[src/rtl/pc_fetch_unit.sv]
// Program-counter unit: fetch PC generation, redirect selection and a
// DEPTH-deep history of in-flight PCs/valid bits up to the branch-resolve stage.
module pc_fetch_unit #(
  parameter int               WIDTH      = 32,
  parameter logic [WIDTH-1:0] RESET_PC   = 32'h0040001c,
  parameter logic [WIDTH-1:0] EXC_VECTOR = 32'h80000180,
  parameter int               DEPTH      = 3
) (
  input  logic             clk,
  input  logic             reset,
  input  logic             stall,
  input  logic             br_taken,
  input  logic [15:0]      br_imm16,
  input  logic             jmp,
  input  logic [25:0]      jmp_target26,
  input  logic             jr,
  input  logic [WIDTH-1:0] jr_addr,
  output logic [WIDTH-1:0] pc,
  output logic [DEPTH-1:0] hist_vec_valid,
  output logic [WIDTH-1:0] hist_pc,
  output logic [WIDTH-1:0] link_pc,
  output logic [WIDTH-1:0] epc,
  output logic             exc
);

  localparam logic [WIDTH-1:0] PC_STEP = WIDTH'(4);

  // Word offset sign-extended to WIDTH and scaled to bytes.
  function automatic logic signed [WIDTH-1:0] br_offset(input logic [15:0] imm);
    logic signed [WIDTH-1:0] off;
    off = {{(WIDTH-18){imm[15]}}, imm, 2'b00};
    return off;
  endfunction

  function automatic logic [WIDTH-1:0] jmp_dest(input logic [WIDTH-1:0] link,
                                                input logic [25:0]      idx);
    return {link[WIDTH-1:28], idx, 2'b00};
  endfunction

  logic [WIDTH-1:0] hist [DEPTH];
  logic [DEPTH-1:0] vld;
  logic [DEPTH-1:0] vld_nxt;
  logic [WIDTH-1:0] pc_nxt;
  logic             eb;
  logic             ej;
  logic             ejp;
  logic             misalign;

  // A request only counts when the slot it came from is still on the right path.
  assign eb       = br_taken & vld[DEPTH-1];
  assign ej       = jr & vld[0];
  assign ejp      = jmp & vld[0];
  assign misalign = ej & (|jr_addr[1:0]) & ~eb;

  assign link_pc        = hist[0] + PC_STEP;
  assign hist_pc        = hist[DEPTH-1];
  assign hist_vec_valid = vld;

  always_comb begin
    pc_nxt = pc + PC_STEP;
    if (eb)
      pc_nxt = hist[DEPTH-1] + PC_STEP + br_offset(br_imm16);
    else if (misalign)
      pc_nxt = EXC_VECTOR;
    else if (ej)
      pc_nxt = jr_addr;
    else if (ejp)
      pc_nxt = jmp_dest(link_pc, jmp_target26);
  end

  always_comb begin
    vld_nxt = {vld[DEPTH-2:0], 1'b1};
    if (eb)
      vld_nxt = '0;
    else if (ej || ejp)
      vld_nxt[0] = 1'b0;
  end

  // Stage boundary: all state advances on the falling clock edge.
  always_ff @(negedge clk or posedge reset) begin
    if (reset) begin
      pc  <= RESET_PC;
      vld <= '0;
      epc <= '0;
      exc <= 1'b0;
      for (int i = 0; i < DEPTH; i++)
        hist[i] <= '0;
    end else begin
      exc <= ~stall & misalign;
      if (!stall) begin
        pc      <= pc_nxt;
        vld     <= vld_nxt;
        hist[0] <= pc;
        for (int i = 1; i < DEPTH; i++)
          hist[i] <= hist[i-1];
        if (misalign)
          epc <= hist[0];
      end
    end
  end

endmodule

[config.mk]
export PLATFORM = sky130hd
export DESIGN_NAME = pc_fetch_unit
export DESIGN_NICKNAME = d
export VERILOG_FILES = /design/src/rtl/pc_fetch_unit.sv
export SDC_FILE = /design/constraint.sdc
export NUM_CORES = 1
export LEC_CHECK = 0
export BUFFER_PORTS_ARGS = -buffer_cell sky130_fd_sc_hd__buf_4
export CORE_AREA = 2 2 155 172
export DETAILED_ROUTE_END_ITERATION = 10
export DIE_AREA = 0 0 157 174
export PLACE_DENSITY = 0.63
export SETUP_SLACK_MARGIN = 0.1
export SKIP_CTS_REPAIR_TIMING = 1
export SYNTH_ARGS = -nofsm -noshare
export SYNTH_HDL_FRONTEND = slang
export SYNTH_SLANG_ARGS = --single-unit
[constraint.sdc]
create_clock -name clk -period 9.4 [get_ports clk]
set_input_delay 0.94 -clock clk [delete_from_list [all_inputs] [get_ports clk]]
set_output_delay 0.94 -clock clk [all_outputs]
set_load 0.03 [all_outputs]
# Yosys cells after proc, flatten, opt, wreduce, memory -nomap -nowiden
# Cells that the tools add are included.
# Widths: inputs -> output; s select.
[totals]
in_bits = 80
word_cells = 29
ff_bits = 164
output_inout_bits = 132
[classes]
muxes = 7
n_reduce_logical = 3
addsub = 4
bitwise_logic = 8
[op_table]
columns = ["op", "count"]
rows = [
  ["$mux 32", 4],
  ["$add 32x3->32 const B", 3],
  ["$add 32x32->32", 1],
  ["$and 1x1->1", 6],
  ["$mux 1", 2],
  ["$mux 2", 1],
  ["$not 1->1", 2],
  ["$reduce_and 2->1", 1],
  ["$reduce_or 2->1", 1],
  ["$logic_or 1x1->1", 1],
]

# Longest topological paths before layout
# Gate-level depths: netlist of run 1.
[depth]
depth_word = 5
ltp_mapped = 13
mapped_depth_nobuf = 13

==> summary.md, run 1 <==
| Metric | Value |
|---|---|
| Most frequent cell after synthesis | nand2_1 |
| Critical path's slowest cell | a21oi_1 |
| Count of cell types in the netlist | 70 |
| Outcome | complete, no violations |
| Post-synth top flop | dfrtn_1 |
| Number of port buffers | 211 |
| Area leader, netlist | dfrtn_1 |
| TritonCTS Buffers | 17 |
| DR WL/cell | 19.1 um |
| Pre-antenna DRT Iters | 5 |
| Synthesis-to-finish area growth | 22.5% |
| Crit end category | flip-flop |
| Gate power share | 50.0% |
| Post-route design area | 12400 um2 |
| Top cells by count, synth | nand2_1 (169), dfrtn_1 (160), mux2_2 (88) |
| Clock Power Share | 18.0% |
| Pwr dens | 341 nW/um2 |
| Overflow after GRT | 0 |
| Syn Nets | 1197 |
| Share of cells above drive strength 1 | 29.3% |
| Avg Cell Area, Syn | 9.56 um2 |
| First-pass GRT wire length | 46400 um |
| Startpoint types | primary input |
| Vias in the first global route | 8189 |
| Total wire length | 30000 um |
| Worst Path Required | 4.91 ns |
| Worst Skew | 0.0616 ns |
| CTS HTree Levels | 4 |
| Worst-Margin Slew | 1.09 ns |
| Leakage | 5.77 nW |
| Rel. slew slack | 27.2% |
| Final Slew Violations | 0 |
| Initial antenna violation count | 2 |
| Fin nets | 1347 |
| Yosys Warn Count | 0 |
| Root buffer cell | clkbuf_16 |
| Vias per cell | 5.32 |
| Reg power frac | 32.0% |
| Die Y | 174 um |
| Die Width | 157 um |
| CORE AREA | 25700 um2 |
| Critical Path Fanout Max | 4 |
| # setup viols final | 0 |
| Synth top area cells | dfrtn_1 (40%), mux2_2 (9.8%), ha_1 (7.3%) |
| CTS tree | built |
| Post-DP HPWL | 22100 um |
| Share of the synthesized area in the top cell type | 39.6% |
| Post-synthesis register bit count | 164 |
| # IOs | 212 |
| Largest net degree at the start of global routing | 165 |
| 1st-iter DRT viols | 539 |
| Initial Util | 39.4% |
| Max cap viols | 0 |
| Clk sinks | 164 |
| Gpl congestion | 0.857 |
| Worst-skew pair later-pin latency | 0.45 ns |
| Setup_tns | 0 ns |
| Synthesized area | 10100 um2 |
| Post-synthesis sequential area ratio | 40.6% |
| Worst Setup Path Type | primary input to flip-flop |
| Switching power | 1.89 mW |
| Min Hold Slack | 0.421 ns |
| Sw Ratio | 44.8% |
| Post-Syn Instances | 1057 |
| CP arrival | 4.12 ns |
| Post-DRT Antenna Nets | 0 |
| CP peak stage delay | 0.45 ns |
| Crit path cell chain | buf_4, ha_1, ha_1, fa_1, a211oi_1, o211ai_1, a21oi_1, o22ai_1, o221ai_1, a21oi_1, a2bb2oi_1, o311ai_0 |
| Cell Area, Placed | 11700 um2 |
| Routed vias | 8374 |
| Number of flops mapped to enable cells by yosys | 0 |
| Max Buffers Root-to-Sink | 2 |
| Gr usage total | 22.1% |
| Die area | 27300 um2 |
| Critical path buffers and inverters | 1 |
| Async SR Flop Fraction | 100% |
| Hold crit path type | flip-flop to flip-flop |
| Pint | 2.33 mW |
| Clk slew on worst S/H paths | 0.05 ns |
| Critical path's top delay family | compound AO/OA/AOI/OAI gates |
| DRC viols | 0 |
| Final hold viol count | 0 |
| RSZ-0062 raised after global routing | false |
| # rows | 62 |
| Worst vdd ir | 138 uV |
-- cell families (layout without fill, tap and decap cells) --
kind of cell	Yosys count	count (layout)	synth area share, %
and+or+nand+nor	338	338	15.8
AOI/OAI and AO/OA	213	213	13.7
DFF	164	164	40.6
buffers and inverters	116	278	5.68
muxes	91	91	10.1
xor gates and xnor gates	75	75	6.57
adders and majority gates	60	60	7.50
other	0	2	0
-- worst paths after layout --
kind	startpoint	cells past startpoint	slack, ns	to
max	br_imm16[1]	12	0.79	pc[29]$_DFFE_NP0N_
min	epc[22]$_DFFE_NP0P_	2	0.42	epc[22]$_DFFE_NP0P_
max reg2reg	hist_pc[3]$_DFFE_NP0N_	11	5.75	pc[29]$_DFFE_NP0N_
min reg2reg	epc[22]$_DFFE_NP0P_	2	0.42	epc[22]$_DFFE_NP0P_
max in group asynchronous	reset	3	3.32	hist_pc[15]$_DFFE_NP0N_
min in group asynchronous	reset	3	5.37	epc[24]$_DFFE_NP0P_
-- power groups by stage --
stage / Sequential [mW] / Clock, mW / Combinational [mW]
global placement: 1.36 / 0.00331 / 2.08
CTS: 1.36 / 0.771 / 2.12
detailed placement: 1.36 / 0.00331 / 2.11
global route: 1.39 / 0.803 / 2.30
finish: 1.35 / 0.761 / 2.11
floorplan: 1.44 / 0.00331 / 1.36
-- cell type report --
type	instances	area, um2
Clock inverter	15	191
Clock buffer	20	447
Timing Repair Buffer	220	1680
Inverter	23	90.1
Multi-Input combinational cell	777	5430
Tap cell	352	440
Sequential cell	164	4110
Fill cell	2438	13300
Antenna cell	2	5.00
-- registers in the layout, summed over array words and instances (netlist names) --
| name | flops |
|---|---|
| hist_pc | 32 |
| epc | 32 |
| pc | 32 |
| exc | 1 |
| hist | 64 |
| hist_vec_valid | 3 |
-- stage by stage --
| stage | utilization (%) | worst slack, ns | power [mW] | std cells |
|---|---|---|---|---|
| CTS | 48.2 | 0.894 | 4.25 | 1571 |
| floorplan | - | 1.24 | 2.80 | 1057 |
| detailed placement | 45.8 | 0.483 | 3.48 | 1537 |
| global route | 48.2 | 0.613 | 4.49 | 1573 |
| finish | 48.2 | 0.794 | 4.22 | 1573 |
| global placement | 45.8 | 0.565 | 3.45 | 1537 |
-- per-layer routing --
metal  global-route usage [%]  part of all wire (%)  up-vias
li1                         -                     -     4018
met1                     29.0                    43     4016
met2                     37.1                    48      297
met3                     3.42                   5.9       43
met4                     7.68                   2.8        0
met5                        0                     0        -
-- cell usage in the layout (no fill, tap or decap), drive strengths merged, types with 7 or more instances in the layout --
master  synthesis  routed
xnor2          52      52
xor2           23      23
nor2           55      55
nand4          26      26
nor3           16      16
ha             59      59
inv            24      28
and4            8       8
a21o           10      10
nand2b          7       7
o21ai          56      56
nor4            8       8
nand3          29      29
nand2         169     169
a211oi         21      21
dfrtn         160     160
mux2           88      88
a21oi          63      63
clkbuf         41      20
buf            51     220
-- worst reg2reg max path, cell delays in order, from the launching register on --
cell	delay [ns]
dfrtn_1	0.44
ha_1	0.25
ha_1	0.24
fa_1	0.43
a211oi_1	0.38
o211ai_1	0.26
a21oi_1	0.45
o22ai_1	0.20
o221ai_1	0.37
a21oi_1	0.14
a2bb2oi_1	0.15
o311ai_0	0.14
Note: power is estimated with default switching activity, not from simulation.
==> inputs of run 2 (changes only) <==
BUFFER_PORTS_ARGS = -buffer_cell sky130_fd_sc_hd__buf_2   (was -buffer_cell sky130_fd_sc_hd__buf_4)
PLACE_DENSITY = unset   (was 0.63)
==> run 2 against run 1 <==
Compared with the run above: routed wire length increased by 1.4%; worst hold slack got worse by 0.0077 ns; cell count is essentially flat; design area decreased by 4.9%; via count grew 1.2%; largest cell class unchanged; highest routed layer is now met5.
==> summary.md, run 2 (synthesis results as in run 1) <==
| Metric | Value |
|---|---|
| CTS HTree Levels | 4 (unchanged) |
| Critical path's slowest cell | a21oi_1 |
| Max cap viols | 0 (unchanged) |
| Post-DP HPWL | 22900 um (+3.5%) |
| Clk sinks | 164 (unchanged) |
| Worst-Margin Slew | 1.13 ns (+0.0400 ns) |
| Pre-antenna DRT Iters | 5 (unchanged) |
| CP arrival | 4.13 ns (about the same) |
| Worst Skew | 0.0548 ns (-0.00679 ns) |
| RSZ-0062 raised after global routing | false |
| Gate power share | 49.5% (-0.5 points) |
| Final hold viol count | 0 (unchanged) |
| Critical Path Fanout Max | 4 (unchanged) |
| CP peak stage delay | 0.44 ns (about the same) |
| Max reg flops | 64 (unchanged) |
| Routed vias | 8474 (+1.2%) |
| Worst Path Required | 4.91 ns (about the same) |
| DRC viols | 0 (unchanged) |
| Worst vdd ir | 148 uV (+7.3%) |
| Rel. slew slack | 24.5% (-2.7 points) |
| Post-route design area | 11800 um2 (-4.9%) |
| Worst-skew pair later-pin latency | 0.45 ns (about the same) |
| Vias in the first global route | 8272 (+1.0%) |
| TritonCTS Buffers | 17 (unchanged) |
| Share of cells above drive strength 1 | 29.3% (+0.034 points) |
| Startpoint types | primary input |
| Worst Setup Path Type | primary input to flip-flop |
| Critical path buffers and inverters | 1 (unchanged) |
| Outcome | complete, no violations |
| CTS tree | built |
| Vias per cell | 5.38 (+1.1%) |
| Total wire length | 30400 um (+1.4%) |
| Switching power | 1.89 mW (-0.29%) |
| Crit path cell chain | buf_2, ha_1, ha_1, fa_1, a211oi_1, o211ai_1, a21oi_1, o22ai_1, o221ai_1, a21oi_1, a2bb2oi_1, o311ai_0 |
| Pint | 2.09 mW (-10%) |
| Die Width | 157 um (unchanged) |
| Max Buffers Root-to-Sink | 2 (unchanged) |
| Gr usage total | 22.6% (+0.47 points) |
| Number of port buffers | 211 (unchanged) |
| Reg2reg setup slack | 5.70 ns (-0.05 ns) |
| Hold crit path type | flip-flop to flip-flop |
| Overflow after GRT | 0 (unchanged) |
| Largest net degree at the start of global routing | 72 (-56%) |
| Final Slew Violations | 0 (unchanged) |
| Reg power frac | 33.8% (+1.8 points) |
| # setup viols final | 0 (unchanged) |
| # rows | 62 (unchanged) |
| CORE AREA | 25700 um2 (unchanged) |
| Fin nets | 1348 (+0.074%) |
| Clock Power Share | 16.7% (-1.3 points) |
| Post-DRT Antenna Nets | 0 (unchanged) |
| Die area | 27300 um2 (unchanged) |
| Top reg by flops | hist |
| Synthesis-to-finish area growth | 16.6% |
| # IOs | 212 (unchanged) |
| Initial antenna violation count | 2 (unchanged) |
| Die Y | 174 um (unchanged) |
| DR WL/cell | 19.3 um (+1.4%) |
| 1st-iter DRT viols | 579 (+7.4%) |
| Leakage | 5.58 nW (-3.2%) |
| Pwr dens | 338 nW/um2 (-0.84%) |
| Crit end category | flip-flop |
| Clk slew on worst S/H paths | 0.05 ns (about the same) |
| First-pass GRT wire length | 47100 um (+1.6%) |
| Gpl congestion | 0.879 (+2.5%) |
| Sw Ratio | 47.4% (+2.6 points) |
| Commonest non-fill, non-tap cell in the layout | buf_2 |
| Initial Util | 39.4% (unchanged) |
| Setup_tns | 0 ns (unchanged) |
| Critical path's top delay family | compound AO/OA/AOI/OAI gates |
| Cell Area, Placed | 11200 um2 (-4.4%) |
| Root buffer cell | clkbuf_16 |
| Highest-count cells in the layout ignoring fill and taps | buf_2 (210), nand2_1 (168), dfrtn_1 (160), mux2_2 (88), a21oi_1 (63) |
-- run 2: changes by cell type in the layout (fill, tap and decap cells not counted) --
cell | before | now
diode_2 | 2 | 1
clkbuf_1 | 2 | 3
clkinv_4 | 3 | 2
buf_4 | 218 | 9
buf_2 | 0 | 210
clkinvlp_4 | 2 | 5
clkbuf_8 | 1 | 2
clkinv_2 | 1 | 2
bufinv_16 | 4 | 0
-- run 2: cell type report --
| cell class | count | area [um2] |
|---|---|---|
| repair buffers | 221 | 1160 |
| flip-flops and latches | 164 | 4110 |
| well taps | 352 | 440 |
| multi-input cells | 777 | 5430 |
| clock inverters | 14 | 90.1 |
| fillers | 2572 | 13900 |
| inverters | 23 | 90.1 |
| clock buffers | 22 | 464 |
| diodes | 1 | 2.50 |
-- run 2: path summary, 6_finish.rpt --
path,startpoint,to,depth (start not counted)
setup / recovery,br_imm16[1],pc[29]$_DFFE_NP0N_,12
hold / removal,epc[1]$_DFFE_NP0P_,epc[1]$_DFFE_NP0P_,2
setup reg to reg,hist_pc[3]$_DFFE_NP0N_,pc[29]$_DFFE_NP0N_,11
hold reg to reg,epc[1]$_DFFE_NP0P_,epc[1]$_DFFE_NP0P_,2
max in group asynchronous,reset,pc[2]$_DFFE_NP1N_,3
min in group asynchronous,reset,epc[29]$_DFFE_NP0P_,2
-- run 2: per-stage QoR --
stage               setup slack (ns)  hold slack, ns  total power [mW]  utilization [%]  cells
finish                         0.779           0.413              3.98             45.9   1574
detailed placement             0.532           0.418              3.33             43.7   1538
global route                   0.635           0.432              4.26             45.9   1573
floorplan                       1.24           0.410              2.80                -   1057
global placement               0.587           0.415              3.30             43.7   1538
CTS                            0.946           0.419              4.01             45.9   1573
-- run 2: per-layer routing --
| layer | GRT usage [%] | vias up | routed length, um |
|---|---|---|---|
| li1 | - | 4017 | - |
| met1 | 29.6 | 4093 | 13100 |
| met2 | 36.5 | 304 | 14200 |
| met3 | 3.76 | 58 | 1740 |
| met4 | 10.4 | 2 | 1310 |
| met5 | 0 | - | 11 |
-- run 2: tightest hold or removal path, cell delays in order (launching register included) --
cell	delay (ns)
dfrtn_1	0.39
nand2_1	0.05
nand2_1	0.06
-- run 2: power by group through the flow --
| stage | clock [mW] | sequential [mW] | combinational (mW) |
|---|---|---|---|
| 3_3_place_gp | 0.00331 | 1.35 | 1.95 |
| 6_report | 0.664 | 1.35 | 1.97 |
| 4_1_cts | 0.678 | 1.35 | 1.98 |
| 2_1_floorplan | 0.00331 | 1.44 | 1.36 |
| 5_1_grt | 0.711 | 1.40 | 2.15 |
| 3_5_place_dp | 0.00331 | 1.36 | 1.97 |
==> inputs of run 3 (changes only) <==
RECOVER_POWER = 100   (was unset)
==> run 3 against run 2 <==
Compared with the run above: the flow now finishes with violations (max-capacitance violations, max-slew violations); count of clock-buffer cells in the layout stayed put; flip-flop and latch count did not move; sequential share of layout area grew 0.76 points; clock skew is essentially flat; power down 1.8%; largest cell class unchanged; non-clock buffer count is the same; combinational power shrank 4%; highest routed layer unchanged.
==> summary.md, run 3 (synthesis results as in run 1) <==
| Metric | Value |
|---|---|
| Reg power frac | 34.5% (+0.7 points) |
| Reg2reg path depth | 9 (-2) |
| Setup ws final | 0.649 ns (-0.130 ns) |
| Share of cells above drive strength 1 | 18.3% (-11 points) |
| DRC viols | 0 (unchanged) |
| Top reg by flops | hist |
| DR WL/cell | 19.4 um (+0.55%) |
| CORE AREA | 25700 um2 (unchanged) |
| Die Width | 157 um (unchanged) |
| Die Y | 174 um (unchanged) |
| Die area | 27300 um2 (unchanged) |
| Switching power | 1.88 mW (-0.29%) |
| Clk slew on worst S/H paths | 0.05 ns (about the same) |
| Max reg flops | 64 (unchanged) |
| CTS tree | built |
| Max cap viols | 4 (+4) |
| Initial Util | 39.4% (unchanged) |
| Clk sinks | 164 (unchanged) |
| Hold depth | 2 (unchanged) |
| Post-DP HPWL | 22900 um (unchanged) |
| Critical path's slowest cell | o31ai_1 |
| Hold crit path type | flip-flop to flip-flop |
| Pre-antenna DRT Iters | 5 (unchanged) |
| Final hold viol count | 0 (unchanged) |
| Post-DRT Antenna Nets | 0 (unchanged) |
| Critical path's top delay family | compound AO/OA/AOI/OAI gates |
| Highest-count cells in the layout ignoring fill and taps | nand2_1 (168), dfrtn_1 (160), clkbuf_1 (132), mux2_2 (87), buf_2 (82) |
| Critical path buffers and inverters | 1 (unchanged) |
| Setup_tns | 0 ns (unchanged) |
| Initial antenna violation count | 2 (unchanged) |
| Synthesis-to-finish area growth | 14.1% |
| Final Slew Violations | 218 (+218) |
| Fin nets | 1348 (unchanged) |
| Tot Pwr | 3.91 mW (-1.8%) |
| Vias in the first global route | 8272 (unchanged) |
| Leakage | 5.14 nW (-7.9%) |
| 1st-iter DRT viols | 555 (-4.1%) |
| Max Buffers Root-to-Sink | 2 (unchanged) |
| CTS HTree Levels | 4 (unchanged) |
| Overflow after GRT | 0 (unchanged) |
| Sw Ratio | 48.2% (+0.75 points) |
| Gate power share | 48.5% (-1.0 points) |
| RSZ-0062 raised after global routing | false |
| Pint | 2.03 mW (-3.2%) |
| Critical path depth | 10 (-2) |
| Commonest non-fill, non-tap cell in the layout | nand2_1 |
| TritonCTS Buffers | 17 (unchanged) |
| CP peak stage delay | 0.73 ns (+0.29 ns) |
| Total wire length | 30600 um (+0.55%) |
| Pwr dens | 339 nW/um2 (+0.31%) |
| Worst vdd ir | 142 uV (-3.9%) |
| Violated checks | max-capacitance violations, max-slew violations |
| Rel. slew slack | -31.4% (-56 points) |
| Vias per cell | 5.37 (-0.17%) |
| Worst-Margin Slew | 1.96 ns (+0.832 ns) |
| Pre-CTS WS | 0.532 ns (unchanged) |
| Routed vias | 8460 (-0.17%) |
| Critical Path Fanout Max | 4 (unchanged) |
| # setup viols final | 0 (unchanged) |
| CP arrival | 4.29 ns (+0.16 ns) |
| Number of port buffers | 211 (unchanged) |
| # rows | 62 (unchanged) |
| Largest net degree at the start of global routing | 72 (unchanged) |
| Gr usage total | 22.6% (unchanged) |
| Outcome | complete, but fails checks |
| # IOs | 212 (unchanged) |
| Worst Setup Path Type | primary input to flip-flop |
| Clock Power Share | 17.0% (+0.3 points) |
| Worst Skew | 0.0550 ns (+0.000229 ns) |
| Worst Path Required | 4.94 ns (+0.03 ns) |
| Startpoint types | primary input |
| Worst-skew pair later-pin latency | 0.45 ns (about the same) |
| Crit end category | flip-flop |
| Gpl congestion | 0.879 (unchanged) |
| First-pass GRT wire length | 47100 um (unchanged) |
| Crit path cell chain | buf_2, ha_1, ha_1, a211oi_1, nor3_2, o31ai_1, nor3_2, o31ai_1, o41ai_1, o41a_1 |
| Root buffer cell | clkbuf_16 |
==> run 3: power by group through the flow <==
stage                     Clock [mW]  Sequential (mW)  Combinational, mW
after CTS                      0.678             1.35               1.98
final                          0.663             1.35               1.90
after global routing           0.711             1.40               2.08
after floorplan              0.00331             1.44               1.36
after detailed placement     0.00331             1.36               1.97
after global placement       0.00331             1.35               1.95
==> run 3: tightest hold or removal path, delay by kind of cell (launching register included) <==
family | cells | cell delay [ns]
AND/OR/NAND/NOR | 2 | 0.11
flip-flops | 1 | 0.40
==> run 3: through the flow <==
step / std cells / cell area (um2) / util [%] / hold slack [ns]
finish: 1574 / 11500 / 44.9 / 0.417
global route: 1573 / 11500 / 44.9 / 0.437
global placement: 1538 / 11200 / 43.7 / 0.415
detailed placement: 1538 / 11200 / 43.7 / 0.418
floorplan: 1057 / 10100 / - / 0.410
CTS: 1573 / 11800 / 45.9 / 0.419
==> run 3: worst paths after layout <==
path	from	endpoint	slack (ns)
max	br_imm16[2]	pc[28]$_DFFE_NP0N_	0.65
min in group asynchronous	reset	epc[29]$_DFFE_NP0P_	5.61
max reg2reg	hist_pc[4]$_DFFE_NP0N_	pc[28]$_DFFE_NP0N_	5.59
max in group asynchronous	reset	hist_pc[8]$_DFFE_NP0N_	1.46
min	epc[1]$_DFFE_NP0P_	epc[1]$_DFFE_NP0P_	0.42
min reg2reg	epc[1]$_DFFE_NP0P_	epc[1]$_DFFE_NP0P_	0.42
==> run 3: routing by layer <==
metal  wire (um)  global-route usage [%]  vias to the layer above
met1       13100                    29.6                     4071
met2       14300                    36.5                      311
met5          11                       0                        -
li1            -                       -                     4018
met3        1790                    3.76                       58
met4        1320                    10.4                        2
==> run 3: layout make-up <==
class	instances	area (um2)
Fill cell	2632	14100
Antenna cell	1	2.50
Inverter	23	87.6
Sequential cell	164	4110
Timing Repair Buffer	221	960
Tap cell	352	440
Multi-Input combinational cell	777	5380
Clock buffer	22	464
Clock inverter	14	90.1
